## src/rtl/multi_blink.sv

```systemverilog
// multi_blink: NCH independent LED channels, each OFF / ON / BLINK / ONESHOT.
// Each channel has a configurable period. A global sync strobe restarts the
// channels that are currently running.
//
// Channel mode table (mode_q):
//   state        | meaning
//   MODE_OFF     | led held low, counter idle
//   MODE_ON      | led held high, counter idle
//   MODE_BLINK   | led toggles every period_q+1 cycles, flg on each toggle
//   MODE_ONESHOT | led high for period_q+1 cycles, then flg pulse and OFF
module multi_blink #(
   parameter int CBITS = 16,
   parameter int NCH   = 4,
   parameter int AW    = 2
) (
   input  logic             clk,
   input  logic             rst,
   input  logic             cfg_we,
   input  logic [AW-1:0]    cfg_ch,
   input  logic [1:0]       cfg_mode,
   input  logic [CBITS-1:0] cfg_period,
   input  logic             sync,
   output logic [NCH-1:0]   led,
   output logic [NCH-1:0]   flg
);

   typedef enum logic [1:0] {
      MODE_OFF     = 2'd0,
      MODE_ON      = 2'd1,
      MODE_BLINK   = 2'd2,
      MODE_ONESHOT = 2'd3
   } mode_e;

   for (genvar i = 0; i < NCH; i++) begin : g_ch
      mode_e            mode_q, mode_d;
      logic [CBITS-1:0] period_q, period_d;
      logic [CBITS-1:0] cnt_q, cnt_d;
      logic             phase_q, phase_d;
      logic             led_q, led_d;
      logic             flg_q, flg_d;
      logic             wr_hit;
      logic             running;
      logic             term;

      // Out-of-range channel indices never match any channel, so those writes drop.
      assign wr_hit  = cfg_we && (cfg_ch == AW'(i));
      assign running = (mode_q == MODE_BLINK) || (mode_q == MODE_ONESHOT);
      assign term    = (cnt_q == period_q);

      // Channel state register; reset parks the channel in OFF with maximum period.
      always_ff @(posedge clk or posedge rst) begin
         if (rst) begin
            mode_q   <= MODE_OFF;
            period_q <= '1;
            cnt_q    <= '0;
            phase_q  <= 1'b0;
            led_q    <= 1'b0;
            flg_q    <= 1'b0;
         end else begin
            mode_q   <= mode_d;
            period_q <= period_d;
            cnt_q    <= cnt_d;
            phase_q  <= phase_d;
            led_q    <= led_d;
            flg_q    <= flg_d;
         end
      end

      // Next-state: a write beats sync, and sync beats normal mode behaviour.
      always_comb begin
         mode_d   = mode_q;
         period_d = period_q;
         cnt_d    = cnt_q;
         phase_d  = phase_q;
         led_d    = led_q;
         flg_d    = 1'b0;
         if (wr_hit) begin
            mode_d   = mode_e'(cfg_mode);
            period_d = cfg_period;
            cnt_d    = '0;
            phase_d  = 1'b0;
            led_d    = 1'b0;
         end else if (sync && running) begin
            cnt_d   = '0;
            phase_d = 1'b0;
            led_d   = (mode_q == MODE_ONESHOT);
         end else begin
            unique case (mode_q)
               MODE_OFF: begin
                  cnt_d = '0;
                  led_d = 1'b0;
               end
               MODE_ON: begin
                  cnt_d = '0;
                  led_d = 1'b1;
               end
               MODE_BLINK: begin
                  if (term) begin
                     cnt_d   = '0;
                     phase_d = ~phase_q;
                     led_d   = ~phase_q;
                     flg_d   = 1'b1;
                  end else begin
                     cnt_d = cnt_q + 1'b1;
                  end
               end
               MODE_ONESHOT: begin
                  // led low here means this is the first edge after the write:
                  // raise led without counting so the high time is period_q+1.
                  if (!led_q) begin
                     led_d = 1'b1;
                  end else if (term) begin
                     cnt_d  = '0;
                     led_d  = 1'b0;
                     flg_d  = 1'b1;
                     mode_d = MODE_OFF;
                  end else begin
                     cnt_d = cnt_q + 1'b1;
                  end
               end
               default: begin
                  mode_d = MODE_OFF;
               end
            endcase
         end
      end

      assign led[i] = led_q;
      assign flg[i] = flg_q;
   end

endmodule

```

## config.mk

```make
export PLATFORM = sky130hd
export DESIGN_NAME = multi_blink
export DESIGN_NICKNAME = d
export VERILOG_FILES = /design/src/rtl/multi_blink.sv
export SDC_FILE = /design/constraint.sdc
export NUM_CORES = 1
export LEC_CHECK = 0
export ABC_CLOCK_PERIOD_IN_PS = 5990
export CORE_ASPECT_RATIO = 2
export CORE_MARGIN = 4
export CORE_UTILIZATION = 45
export CTS_CLUSTER_DIAMETER = 60
export DETAILED_ROUTE_END_ITERATION = 8
export HOLD_SLACK_MARGIN = 0.03
export SLEW_MARGIN = 20
export SYNTH_ARGS = -nofsm -noshare
export SYNTH_HDL_FRONTEND = slang
export SYNTH_SLANG_ARGS = --single-unit
export TNS_END_PERCENT = 1
```

## constraint.sdc

```tcl
create_clock -name clk -period 5.99 [get_ports clk]
set_input_delay 1.4975 -clock clk [delete_from_list [all_inputs] [get_ports clk]]
set_output_delay 1.4975 -clock clk [all_outputs]
set_load 0.05 [all_outputs]
```

==> run metrics, run 1 <==
fin nets=887; Syn-to-layout area delta=13.0%; VDD IR max=0.195 mV; Clk pwr share=37.8%; # fillers=1533; Mapped Avg Cell Area=8.96 um^2; Die Span X=99.6 um; ys async rst share=100%; clock root buffer=clkbuf_16; Sequential Power Share=48.2%; Post-Syn Area=0.00755 mm^2; RSZ-0062 raised after global routing=no; CP Launch Point=cfg_ch[1]; # setup viols final=0; Yosys reg bits=148; DP Area=0.00799 mm^2; Iteration-0 DRC Markers=264; Synth Flop Type=dfrtp_1; first-pass GRT wire length=30000 um; drt pass-1 iters=4; Fin Clk Skew=7.50 ps; Final ANT Viol Nets=0; Sum Neg Setup Slack=0 ps; cells along the critical path=clkdlybuf4s50_1, nand3_1, nand2_1, o21bai_1, nor2_1; Max clock buf depth=2; slew at the pin closest to its max-slew limit=1020 ps; R2R setup slack=3280 ps; IO Pins=32; Post-CTS Setup Bufs=0; slowest CP cell=nand3_1; stages on the worst setup path=5; Core Rows=66; combinational fraction of design power=14.0%; WL/cell=17.0 um; Achievable Freq=285 MHz; critical path required time=6250 ps; fin crit share=58.7%; Max-Cap Viols=0; Internal Pwr Total=1820 uW; vias in the first global route=5881; Die Area=0.0190 mm^2; cts hold-fix bufs=0; Initial Util=46.2%; CTS tree=built; die height=191 um; Yosys top cell area share=27.9%; Crit. End Element=flop; max incr delay on CP=690 ps; clock slew at reported path FFs=60 ps; initial antenna violation count=0; post-CTS resize count=0; DP HPWL=13000 um; crit path DAT=3770 ps; Max Fanout on Critical Path=24; clk sinks=148; Synth Net Count=870; Post-synth top cells=nand2_1 (250), xor2_1 (89), dfrtp_1 (84), nor2_1 (83), dfstp_2 (64); Finished Cell Area=0.00853 mm^2; status=completed; fraction of the yosys area taken by sequential cells=50.1%; crit path to=g_ch[3].cnt_q[7]; Switch Pwr=741 uW; Yosys cell types=39; Slew headroom=32.0%; DR vias=5788; WL final=18300 um; post-synth top area cell=dfrtp_1; Via density=5.38; gr ovfl total=0; worst path bufs/invs=1; Startpoint Class=input pin; Post-synth EDFFs=0; PwrDens=300 mW/mm^2; FF-to-FF path depth=5; fraction of layout cells with a size suffix above 1=13.4%; max-slew violations=0; Final Hold Viols=0; synthesis warning total=0; synthesized instance count=842; sw frac=28.9%; Lkg Pwr=0.00385 uW; cell with the most instances after synthesis=nand2_1; pin count of the biggest net entering global routing=113; CP top delay family=simple AND/OR/NAND/NOR gates; GR Util All Layers=20.4%; post-route DRC violation count=0; antenna diode count=0; worst hold path class=reg -> reg; Setup CP Type=in -> reg; top post-synthesis cells by area=dfrtp_1 (28%), dfstp_2 (22%), nand2_1 (12%); minimum clock period=3510 ps; Placer Congestion=0.879; Crit Reg-Reg Endpoint=g_ch[0].cnt_q[12]; launching point of the worst reg2reg path=g_ch[0].cnt_q[4]; clk_lat worst skew=420 ps; Inserted Clock Buffers=17; core footprint=0.0164 mm^2; Port-buffer cells=31; H-tree levels=4
==> worst register-to-register path: cells and delay by family, from the launching register on <==
family | cells | cell delay [ps]
AOI/OAI and AO/OA | 1 | 940
xor gates and xnor gates | 1 | 170
DFF | 1 | 450
and+or+nand+nor | 3 | 990
==> placed cells by master (no fill, tap or decap), types with 4 or more instances in the layout <==
master           instances
nand2_1                250
xor2_1                  89
dfrtp_1                 84
nor2_1                  83
dfstp_2                 64
clkdlybuf4s50_1         31
nand3_1                 28
xnor2_1                 27
nand4_1                 22
o21ai_0                 22
nor4_1                  21
clkbuf_16               17
nor3_1                  15
nor2b_1                 13
nand2b_1                 9
a31oi_1                  8
buf_4                    8
a21oi_1                  7
and3_1                   6
inv_1                    6
or4_1                    5
clkinvlp_4               5
nor3b_1                  4
mux2i_1                  4
ha_1                     4
clkinv_2                 4
==> cells by family after synthesis <==
kind of cell             after synthesis  share of synthesized area, %
AO/OA/AOI/OAI                         51                          4.21
adder cells (fa/ha/maj)                4                         0.663
buffers and inverters                 48                          2.90
XOR/XNOR                             116                          13.5
AND/OR/NAND/NOR                      471                          28.1
multiplexers                           4                         0.531
flip-flops                           148                          50.1
==> worst min path at each step <==
stage | startpoint | end | slack (ps) | cells after the start
2_1_floorplan | g_ch[0].period_q[11] | g_ch[0].period_q[11] | 450 | 2
3_3_place_gp | g_ch[0].period_q[6] | g_ch[0].period_q[6] | 450 | 2
3_5_place_dp | g_ch[3].period_q[8] | g_ch[3].period_q[8] | 460 | 2
4_1_cts | g_ch[3].period_q[11] | g_ch[3].period_q[11] | 470 | 2
5_1_grt | g_ch[1].period_q[15] | g_ch[1].period_q[15] | 480 | 2
6_report | g_ch[3].period_q[4] | g_ch[3].period_q[4] | 470 | 2
==> power by group through the flow <==
stage	Combinational, uW	Sequential [uW]	Clock [uW]
after floorplan	274	1220	0
after global routing	403	1250	1040
after global placement	351	1250	0
final	359	1230	967
after CTS	363	1230	989
after detailed placement	361	1250	0
==> registers in the layout (all words and copies together) (netlist names) <==
register       flops
g_ch.cnt_q        64
g_ch.period_q     64
g_ch.mode_q        8
g_ch.flg_q         4
g_ch.led_q         4
g_ch.phase_q       4
==> per-layer routing <==
layer  vias up  track usage, %  share of wire, %
met5         -               0                 0
met4         0            9.10               3.3
met3        27            3.80               3.4
met2       114            36.7                54
met1      2839            23.0                39
li1       2808               -                 -
==> metrics by stage <==
step / util [%] / power [uW] / instances / hold WS, ps / setup WS [ps]
CTS: 52.1 / 2590 / 1076 / 468 / 2380
finish: 52.1 / 2560 / 1076 / 465 / 2480
floorplan: - / 1500 / 842 / 446 / 619
global placement: 48.9 / 1600 / 1044 / 452 / 2050
global route: 52.1 / 2690 / 1076 / 478 / 2240
detailed placement: 48.9 / 1610 / 1044 / 456 / 1930
==> final cells by class <==
cell class	count	area (um^2)	share of cell area (%)
Tap cell	204	255	2.99
Inverter	7	33.8	0.396
Timing Repair Buffer	39	370	4.34
Sequential cell	148	3780	44.4
Clock inverter	12	83.8	0.983
Multi-Input combinational cell	646	3550	41.7
Clock buffer	20	447	5.24
Power figures use the tool's default switching activity.
==> inputs of run 2 (changes only) <==
--- a/config.mk
+++ b/config.mk
@@ -5,7 +5,7 @@
 export SDC_FILE = /design/constraint.sdc
 export NUM_CORES = 1
 export LEC_CHECK = 0
-export ABC_CLOCK_PERIOD_IN_PS = 5990
+export ABC_CLOCK_PERIOD_IN_PS = 2900
 export CORE_ASPECT_RATIO = 2
 export CORE_MARGIN = 4
 export CORE_UTILIZATION = 45
==> constraint.sdc (replaced) <==
create_clock -name clk -period 2.9 [get_ports clk]
set_input_delay 0.725 -clock clk [delete_from_list [all_inputs] [get_ports clk]]
set_output_delay 0.725 -clock clk [all_outputs]
set_load 0.05 [all_outputs]
==> run 2 against run 1 <==
Net effect: final cell count grew 1.4%; first-iteration DRC count shrank 20%; via count grew 1.8%; sequential power grew 110%; worst hold slack gained 3.0 ps; die area is the same; utilization grew 1.3 points; non-clock buffer count grew 15; combinational power grew 110%; critical endpoint is now led[0].
==> run metrics, run 2 (synthesis gave the netlist of run 1 again) <==
Switch Pwr=1530 uW; fraction of layout cells with a size suffix above 1=14.8%; CTS tree=built; gr ovfl total=0; clock root buffer=clkbuf_16; fin nets=902; Port-buffer cells=31; most frequent cells in the layout=nand2_1 (250), xor2_1 (89), dfrtp_1 (84); drt pass-1 iters=5; pin count of the biggest net entering global routing=75; Core Rows=66; grt met1 use=23.3%; Iteration-0 DRC Markers=211; Placer Congestion=0.837; Crit. End Element=output pin; Post-CTS Setup Bufs=0; Final Hold Viols=0; commonest non-fill, non-tap cell in the layout=nand2_1; Top Registers=g_ch.cnt_q (64), g_ch.period_q (64), g_ch.mode_q (8); vias in the first global route=6020; Internal Pwr Total=4130 uW; Setup CP Type=reg -> out; sw frac=27.0%; slew at the pin closest to its max-slew limit=923 ps; Finished Cell Area=0.00874 mm^2; post-route DRC violation count=0; VDD IR max=0.408 mV; crit path DAT=1660 ps; # setup viols final=0; slowest CP cell=clkdlybuf4s50_1; initial antenna violation count=0; cts hold-fix bufs=0; first-pass GRT wire length=31200 um; Most Crowded Layer GR=met2; Achievable Freq=420 MHz; max incr delay on CP=830 ps; Sum Neg Setup Slack=0 ps; clock slew at reported path FFs=60 ps; core footprint=0.0164 mm^2; Startpoint Class=flop; H-tree levels=4; clk_lat worst skew=420 ps; Initial Util=46.2%; DP HPWL=13900 um; Clk pwr share=41.3%; critical path required time=2170 ps; Die Area=0.0190 mm^2; DR vias=5892; fin crit share=82.2%; Max clock buf depth=2; CP top delay family=buffers and inverters; Final ANT Viol Nets=0; dpl cells=1059; Layout Cells excl Fill=1091; antenna diode count=0; Syn-to-layout area delta=15.8%; combinational fraction of design power=13.4%; Sequential Power Share=45.2%; max-slew violations=0; IO Pins=32; cells along the critical path=clkdlybuf4s50_1; Die Span X=99.6 um; die height=191 um; Fin Clk Skew=13.0 ps; GR Util All Layers=21.1%; DP Area=0.00811 mm^2; overall power=5650 uW; worst hold path class=reg -> reg; met3 usage=3.43%; Final Core Density=53.4%; post-CTS resize count=0; worst path bufs/invs=1; Via density=5.40; clk sinks=148; Slew headroom=38.3%; Lkg Pwr=0.00397 uW; Inserted Clock Buffers=17; WL/cell=17.4 um; status=completed; Max Fanout on Critical Path=5; PwrDens=647 mW/mm^2; Max-Cap Viols=0; minimum clock period=2380 ps; RSZ-0062 raised after global routing=no; met2 usage=37.4%; WL final=19000 um
run 2: cell count changes in the layout (fill, tap and decap cells not counted), sizes merged:
cell	delta
inv	-1
clkinvlp	-1
bufinv	+4
buf	+15
clkinv	-2
run 2: metal layers:
metal | vias to the layer above | part of all wire, %
met2 | 138 | 52
met4 | 0 | 5.8
met1 | 2870 | 39
li1 | 2834 | -
met3 | 50 | 3.1
met5 | - | 0
run 2: cell type report:
cell class	instances	area [um^2]
Fill cell	1483	7610
Clock inverter	12	179
Clock buffer	20	447
Multi-Input combinational cell	646	3550
Timing Repair Buffer	54	495
Tap cell	204	255
Inverter	7	30.0
Sequential cell	148	3780
run 2: per-stage QoR:
stage | hold WS, ps | setup slack, ps
3_3_place_gp | 453 | 276
4_1_cts | 468 | 492
6_report | 468 | 517
3_5_place_dp | 459 | 223
5_1_grt | 478 | 443
2_1_floorplan | 446 | 366
run 2: final timing paths:
path	start	endpoint	slack, ps	depth (start not counted)
max in group asynchronous	rst	g_ch[1].period_q[9]	1410	3
worst max-delay path	g_ch[0].led_q	led[0]	520	1
min in group asynchronous	rst	g_ch[0].mode_q[1]	700	2
worst min-delay path	g_ch[1].period_q[14]	g_ch[1].period_q[14]	470	2
worst max register to register	g_ch[1].period_q[13]	g_ch[1].phase_q	590	5
worst min register to register	g_ch[1].period_q[14]	g_ch[1].period_q[14]	470	2
run 2: power by group through the flow:
stage | Combinational [uW] | Sequential [uW] | Clock [uW]
final | 760 | 2560 | 2340
after global routing | 850 | 2590 | 2460
after CTS | 768 | 2560 | 2380
after detailed placement | 763 | 2590 | 0
after global placement | 741 | 2580 | 0
after floorplan | 567 | 2520 | 0
